--- src/rtl/pc_sequencer.sv ---
`default_nettype none
// ============================================================================
// Module   : pc_sequencer
// Brief    : Fetch program counter sequencer. Selects the next PC from branch,
//            jump, stall hold or sequential increment, and pulses the IF/ID
//            flush on redirect. The optional halt/resume state machine is
//            built only when PCSEQ_HALT_EN is defined.
// Revision : 1.0 - initial release
// ============================================================================
module pc_sequencer #(
    parameter logic [10:0] RESET_PC = 11'd0,
    parameter int          CNT_W    = 16
) (
    input  logic             clk,
    input  logic             reset,
    input  logic             stall_i,
    input  logic             branch_taken_i,
    input  logic [10:0]      branch_pc_i,
    input  logic [31:0]      branch_offset_i,
    input  logic             jump_i,
    input  logic [10:0]      jump_target_i,
    input  logic             halt_i,
    input  logic             resume_i,
    output logic [10:0]      pc_o,
    output logic [10:0]      pc_plus1_o,
    output logic             fetch_valid_o,
    output logic             flush_o,
    output logic [CNT_W-1:0] fetch_count_o
);

`ifdef PCSEQ_HALT_EN
    typedef enum logic [1:0] {
        ST_RUN   = 2'd0,
        ST_STALL = 2'd1,
        ST_HALT  = 2'd2
    } state_t;
`else
    typedef enum logic [1:0] {
        ST_RUN   = 2'd0,
        ST_STALL = 2'd1
    } state_t;
`endif

    state_t             state_q, state_d;
    logic [10:0]        pc_q, pc_d;
    logic               fetch_valid_q, fetch_valid_d;
    logic               flush_q, flush_d;
    logic [CNT_W-1:0]   count_q, count_d;

    logic [10:0]        w_pc_plus1;
    logic [10:0]        w_branch_target;
    logic               w_redirect;
    logic [10:0]        w_redirect_pc;

    // Only the low 11 offset bits matter in an 11-bit address space.
`ifdef PCSEQ_HALT_EN
    logic unused_offset_hi;
    assign unused_offset_hi = ^branch_offset_i[31:11];
`else
    logic unused_inputs;
    assign unused_inputs = ^{branch_offset_i[31:11], halt_i, resume_i};
`endif

    assign w_pc_plus1      = pc_q + 11'd1;
    assign w_branch_target = branch_pc_i + branch_offset_i[10:0];
    assign w_redirect      = branch_taken_i | jump_i;
    // The branch is the older instruction (EX vs ID), so it beats a jump.
    assign w_redirect_pc   = branch_taken_i ? w_branch_target : jump_target_i;

    always_comb begin
        state_d       = state_q;
        pc_d          = pc_q;
        fetch_valid_d = fetch_valid_q;
        flush_d       = 1'b0;

        if (w_redirect) begin
            pc_d    = w_redirect_pc;
            flush_d = 1'b1;
`ifdef PCSEQ_HALT_EN
            if (state_q == ST_HALT) begin
                state_d       = ST_HALT;
                fetch_valid_d = 1'b0;
            end else begin
                state_d       = ST_RUN;
                fetch_valid_d = 1'b1;
            end
`else
            state_d       = ST_RUN;
            fetch_valid_d = 1'b1;
`endif
        end
`ifdef PCSEQ_HALT_EN
        else if (state_q == ST_HALT) begin
            if (resume_i && !halt_i) begin
                state_d       = ST_RUN;
                fetch_valid_d = 1'b1;
            end else begin
                state_d       = ST_HALT;
                fetch_valid_d = 1'b0;
            end
        end
        else if (halt_i) begin
            state_d       = ST_HALT;
            fetch_valid_d = 1'b0;
        end
`endif
        else if (stall_i) begin
            state_d       = ST_STALL;
            fetch_valid_d = 1'b0;
        end
        else begin
            // Advance only past a PC that was actually fetched; a held PC
            // (after reset, stall or halt) is re-presented first.
            state_d       = ST_RUN;
            fetch_valid_d = 1'b1;
            if ((state_q == ST_RUN) && fetch_valid_q) begin
                pc_d = w_pc_plus1;
            end
        end
    end

    always_comb begin
        count_d = count_q;
        if (fetch_valid_d && !(&count_q)) begin
            count_d = count_q + {{(CNT_W-1){1'b0}}, 1'b1};
        end
    end

    always_ff @(posedge clk) begin
        if (reset) begin
            state_q       <= ST_RUN;
            pc_q          <= RESET_PC;
            fetch_valid_q <= 1'b0;
            flush_q       <= 1'b0;
            count_q       <= '0;
        end else begin
            state_q       <= state_d;
            pc_q          <= pc_d;
            fetch_valid_q <= fetch_valid_d;
            flush_q       <= flush_d;
            count_q       <= count_d;
        end
    end

    assign pc_o          = pc_q;
    assign pc_plus1_o    = w_pc_plus1;
    assign fetch_valid_o = fetch_valid_q;
    assign flush_o       = flush_q;
    assign fetch_count_o = count_q;

endmodule
`default_nettype wire

--- config.mk ---
export PLATFORM = sky130hd
export DESIGN_NAME = pc_sequencer
export DESIGN_NICKNAME = d
export VERILOG_FILES = /design/src/rtl/pc_sequencer.sv
export SDC_FILE = /design/constraint.sdc
export NUM_CORES = 1
export LEC_CHECK = 0
export CORE_UTILIZATION = 45
export CTS_CLUSTER_SIZE = 20
export DETAILED_ROUTE_END_ITERATION = 6
export PLACE_DENSITY = 0.87
export RECOVER_POWER = 100
export REMOVE_ABC_BUFFERS = 1
export SLEW_MARGIN = 20
export SYNTH_ARGS = -nofsm -noshare
export SYNTH_HDL_FRONTEND = slang
export SYNTH_SLANG_ARGS = --single-unit
--- constraint.sdc ---
create_clock -name clk -period 3.1 [get_ports clk]
set_input_delay 0.62 -clock clk [delete_from_list [all_inputs] [get_ports clk]]
set_output_delay 0.62 -clock clk [all_outputs]
set_load 0.02 [all_outputs]
==> impl_metrics.tcl, run 1 <==
set metrics [dict create \
    drive_above_1_share 0.0519 \
    cts_htree_levels 2 \
    cp_cell_sequence "ha_2, inv_1, nor3_1, xor2_1, dlygate4sd3_1" \
    placement.io_buffers 77 \
    crit_path_end "pc_plus1_o[8]" \
    synthFlopType "dfxtp_1" \
    clk_latency_ns 0.29 \
    grt_pass1_wl_mm 10.3 \
    finalHoldViolCount 0 \
    drt_wl_total_mm 6.08 \
    clock_path_buffers 2 \
    mappedNetlistArea_mm2 0.00217 \
    vdd_ir_drop_max_uv 177 \
    min_period_ns 2.95 \
    cpLargestDelayFamily "buffers and inverters" \
    netlist_instances 266 \
    setup_viol 0 \
    worstMarginPinSlew_ns 0.698 \
    start_util 0.482 \
    timing.rr.start "fetch_count_o[6]" \
    grt_pass1_vias 2218 \
    diodes 0 \
    layout_common_cells "40 x dlygate4sd3_1, 37 x clkdlybuf4s50_1, 34 x nor2_1" \
    pwr_density_cell_mw_per_mm2 366 \
    path_class "flip-flop to output port" \
    rsz0062_at_grt "no" \
    place_congestion 0.838 \
    drcViolationCount 0 \
    r2r_slack_ns 1.06 \
    crit_buf_inv 2 \
    synth_warnings 0 \
    grtUsageTotal 0.256 \
    reg2regPathDepth 5 \
    post-cts-setup-buffer-count 0 \
    tritoncts "done" \
    synth-async-reset-ratio 0 \
    ant_nets 0 \
    crit_arrival_ns 2.33 \
    drv_cap 0 \
    status "complete, no violations" \
    slowest_stage "dlygate4sd3_1" \
    io_pins 101 \
    area_growth_pct 41.1 \
    r2r-end "fetch_count_o[14]" \
    clk_pin_slew_ns 0.07 \
    drv_slew 0 \
    fin_setup_tns_ns 0 \
    cp_max_fo 7 \
    vias_per_cell 5.75 \
    ys_types 59 \
    detailed_place_hpwl_mm 4.55 \
    drt_iter0_drc 167 \
    antenna_found_initial 0 \
    min_period_over_period 0.952 \
    min_path_type "flip-flop to flip-flop" \
    timing.fmax_ghz 0.339 \
    end_kind "output port" \
    wl_per_cell_um 15.2 \
    cts_root_buffer "clkbuf_8" \
    syn_avg_cell_area_um2 8.17 \
    seq_area_frac_synth 0.276 \
    p_leak_nw 1.30 \
    synth-edff-count 0 \
    synth_seq_cells 30 \
    worst_path_largest_cell_delay_ns 0.68 \
    finalNetCount 420 \
    clock-sinks 30 \
    grt_max_degree 25 \
    overflow 0 \
    die_h_um 71.5 \
    fp.dieW_um 71.5 \
    final_common_cell "dlygate4sd3_1" \
    crit_required_ns 2.48 \
    numCtsBuffers 5 \
    crit_path_start "pc_o[0]" \
    skew_ns 0.00311 \
    coreArea_mm2 0.00450 \
    power.total_w 0.00112 \
    worstSetupStartpointType "flip-flop" \
    rows 24 \
    cp.depth 5 \
    drt-pass1-iter-count 4 \
    dr_total_vias 2293 \
    maxSlewHeadroom 0.534 \
    dieArea_mm2 0.00511 \
]
-- routing by layer --
metal	global-route usage	part of all wire	up-vias
met3	0.0520	0.060	12
met4	0.0871	0.019	0
met1	0.334	0.44	1077
met5	0	0	-
li1	-	-	1123
met2	0.425	0.48	81
-- kinds of logic (layout without fill, tap and decap cells) --
logic type               count (synthesis)  count (layout)  synth area share
AO/OA/AOI/OAI                           62              62             0.190
XOR/XNOR                                29              29             0.117
adder cells (fa/ha/maj)                 13              13            0.0783
buffers and inverters                   23             104            0.0478
flip-flops                              30              30             0.276
multiplexers                             3               3            0.0144
AND/OR/NAND/NOR                        106             106             0.277
-- report_power, final --
| part | internal (W) | leakage [nW] | switching, W | total (W) |
|---|---|---|---|---|
| combinational | 0.000170 | 1.01 | 0.000179 | 0.000348 |
| clock | 0.000179 | 0.0482 | 0.000154 | 0.000333 |
| sequential | 0.000408 | 0.246 | 0.0000330 | 0.000441 |
| total | 0.000756 | 1.30 | 0.000365 | 0.00112 |
-- Yosys cell counts (8+ instances only) --
library cell	n	share of area
nand2_1	18	0.031
nand3_1	15	0.035
xor2_1	20	0.081
ha_1	12	0.069
xnor2_1	9	0.036
nor2_1	34	0.059
dfxtp_1	30	0.28
a21oi_1	17	0.039
o21ai_0	10	0.023
nor3_1	8	0.018
inv_1	12	0.021
o211ai_1	8	0.028
-- area by class of cell --
type / count / area [um2]
timing repair buffer: 84 / 808
multi-input combinational: 213 / 1450
inverter: 12 / 45.0
clock buffer: 7 / 86.3
tap: 52 / 65.1
sequential: 30 / 601
fill: 386 / 1440
clock inverter: 1 / 5.00
-- timing repair --
item                       in CTS  in global routing
gates resized for setup         0                  1
hold buffers                    0                  0
setup endpoints to repair       0                  1
-- worst reg2reg max path, cell delays in order (launching register included) --
cell and delay [ns]:
dfxtp_1 0.43, and4_1 0.26, nand3_1 0.29, nor3_1 0.51, a41oi_1 0.17, a311oi_1 0.28
-- stage by stage --
step | util | std cells | hold WS (ns) | setup WS [ns] | area, um2
floorplan | - | 255 | 0.553 | 0.915 | 2110
global route | 0.680 | 399 | 0.552 | 0.0351 | 3060
detailed placement | 0.666 | 391 | 0.510 | 0.244 | 3000
global placement | 0.666 | 391 | 0.481 | 0.293 | 3000
finish | 0.680 | 399 | 0.513 | 0.149 | 3060
CTS | 0.687 | 399 | 0.524 | 0.120 | 3090
-- worst min path at each step --
stage | end | cells past startpoint | startpoint
floorplan | fetch_count_o[1] | 2 | fetch_count_o[1]
global placement | fetch_count_o[1] | 2 | fetch_count_o[1]
detailed placement | fetch_count_o[1] | 2 | fetch_count_o[1]
CTS | fetch_count_o[8] | 2 | fetch_count_o[8]
global route | fetch_count_o[1] | 2 | fetch_count_o[1]
finish | fetch_count_o[8] | 2 | fetch_count_o[8]
-- sequential cells by signal, summed over array words and instances (netlist names) --
signal / flops
fetch_valid_o: 1
pc_o: 11
fetch_count_o: 16
state_q: 1
flush_o: 1
(Power assumes the default switching activity.)
==> inputs of run 2 (changes only) <==
--- a/config.mk
+++ b/config.mk
@@ -11,6 +11,7 @@
 export PLACE_DENSITY = 0.87
 export RECOVER_POWER = 100
 export REMOVE_ABC_BUFFERS = 1
+export SKIP_LAST_GASP = 1
 export SLEW_MARGIN = 20
 export SYNTH_ARGS = -nofsm -noshare
 export SYNTH_HDL_FRONTEND = slang
==> results of run 2 <==
The final DEF is identical to that of run 1; final timing and power are the same.
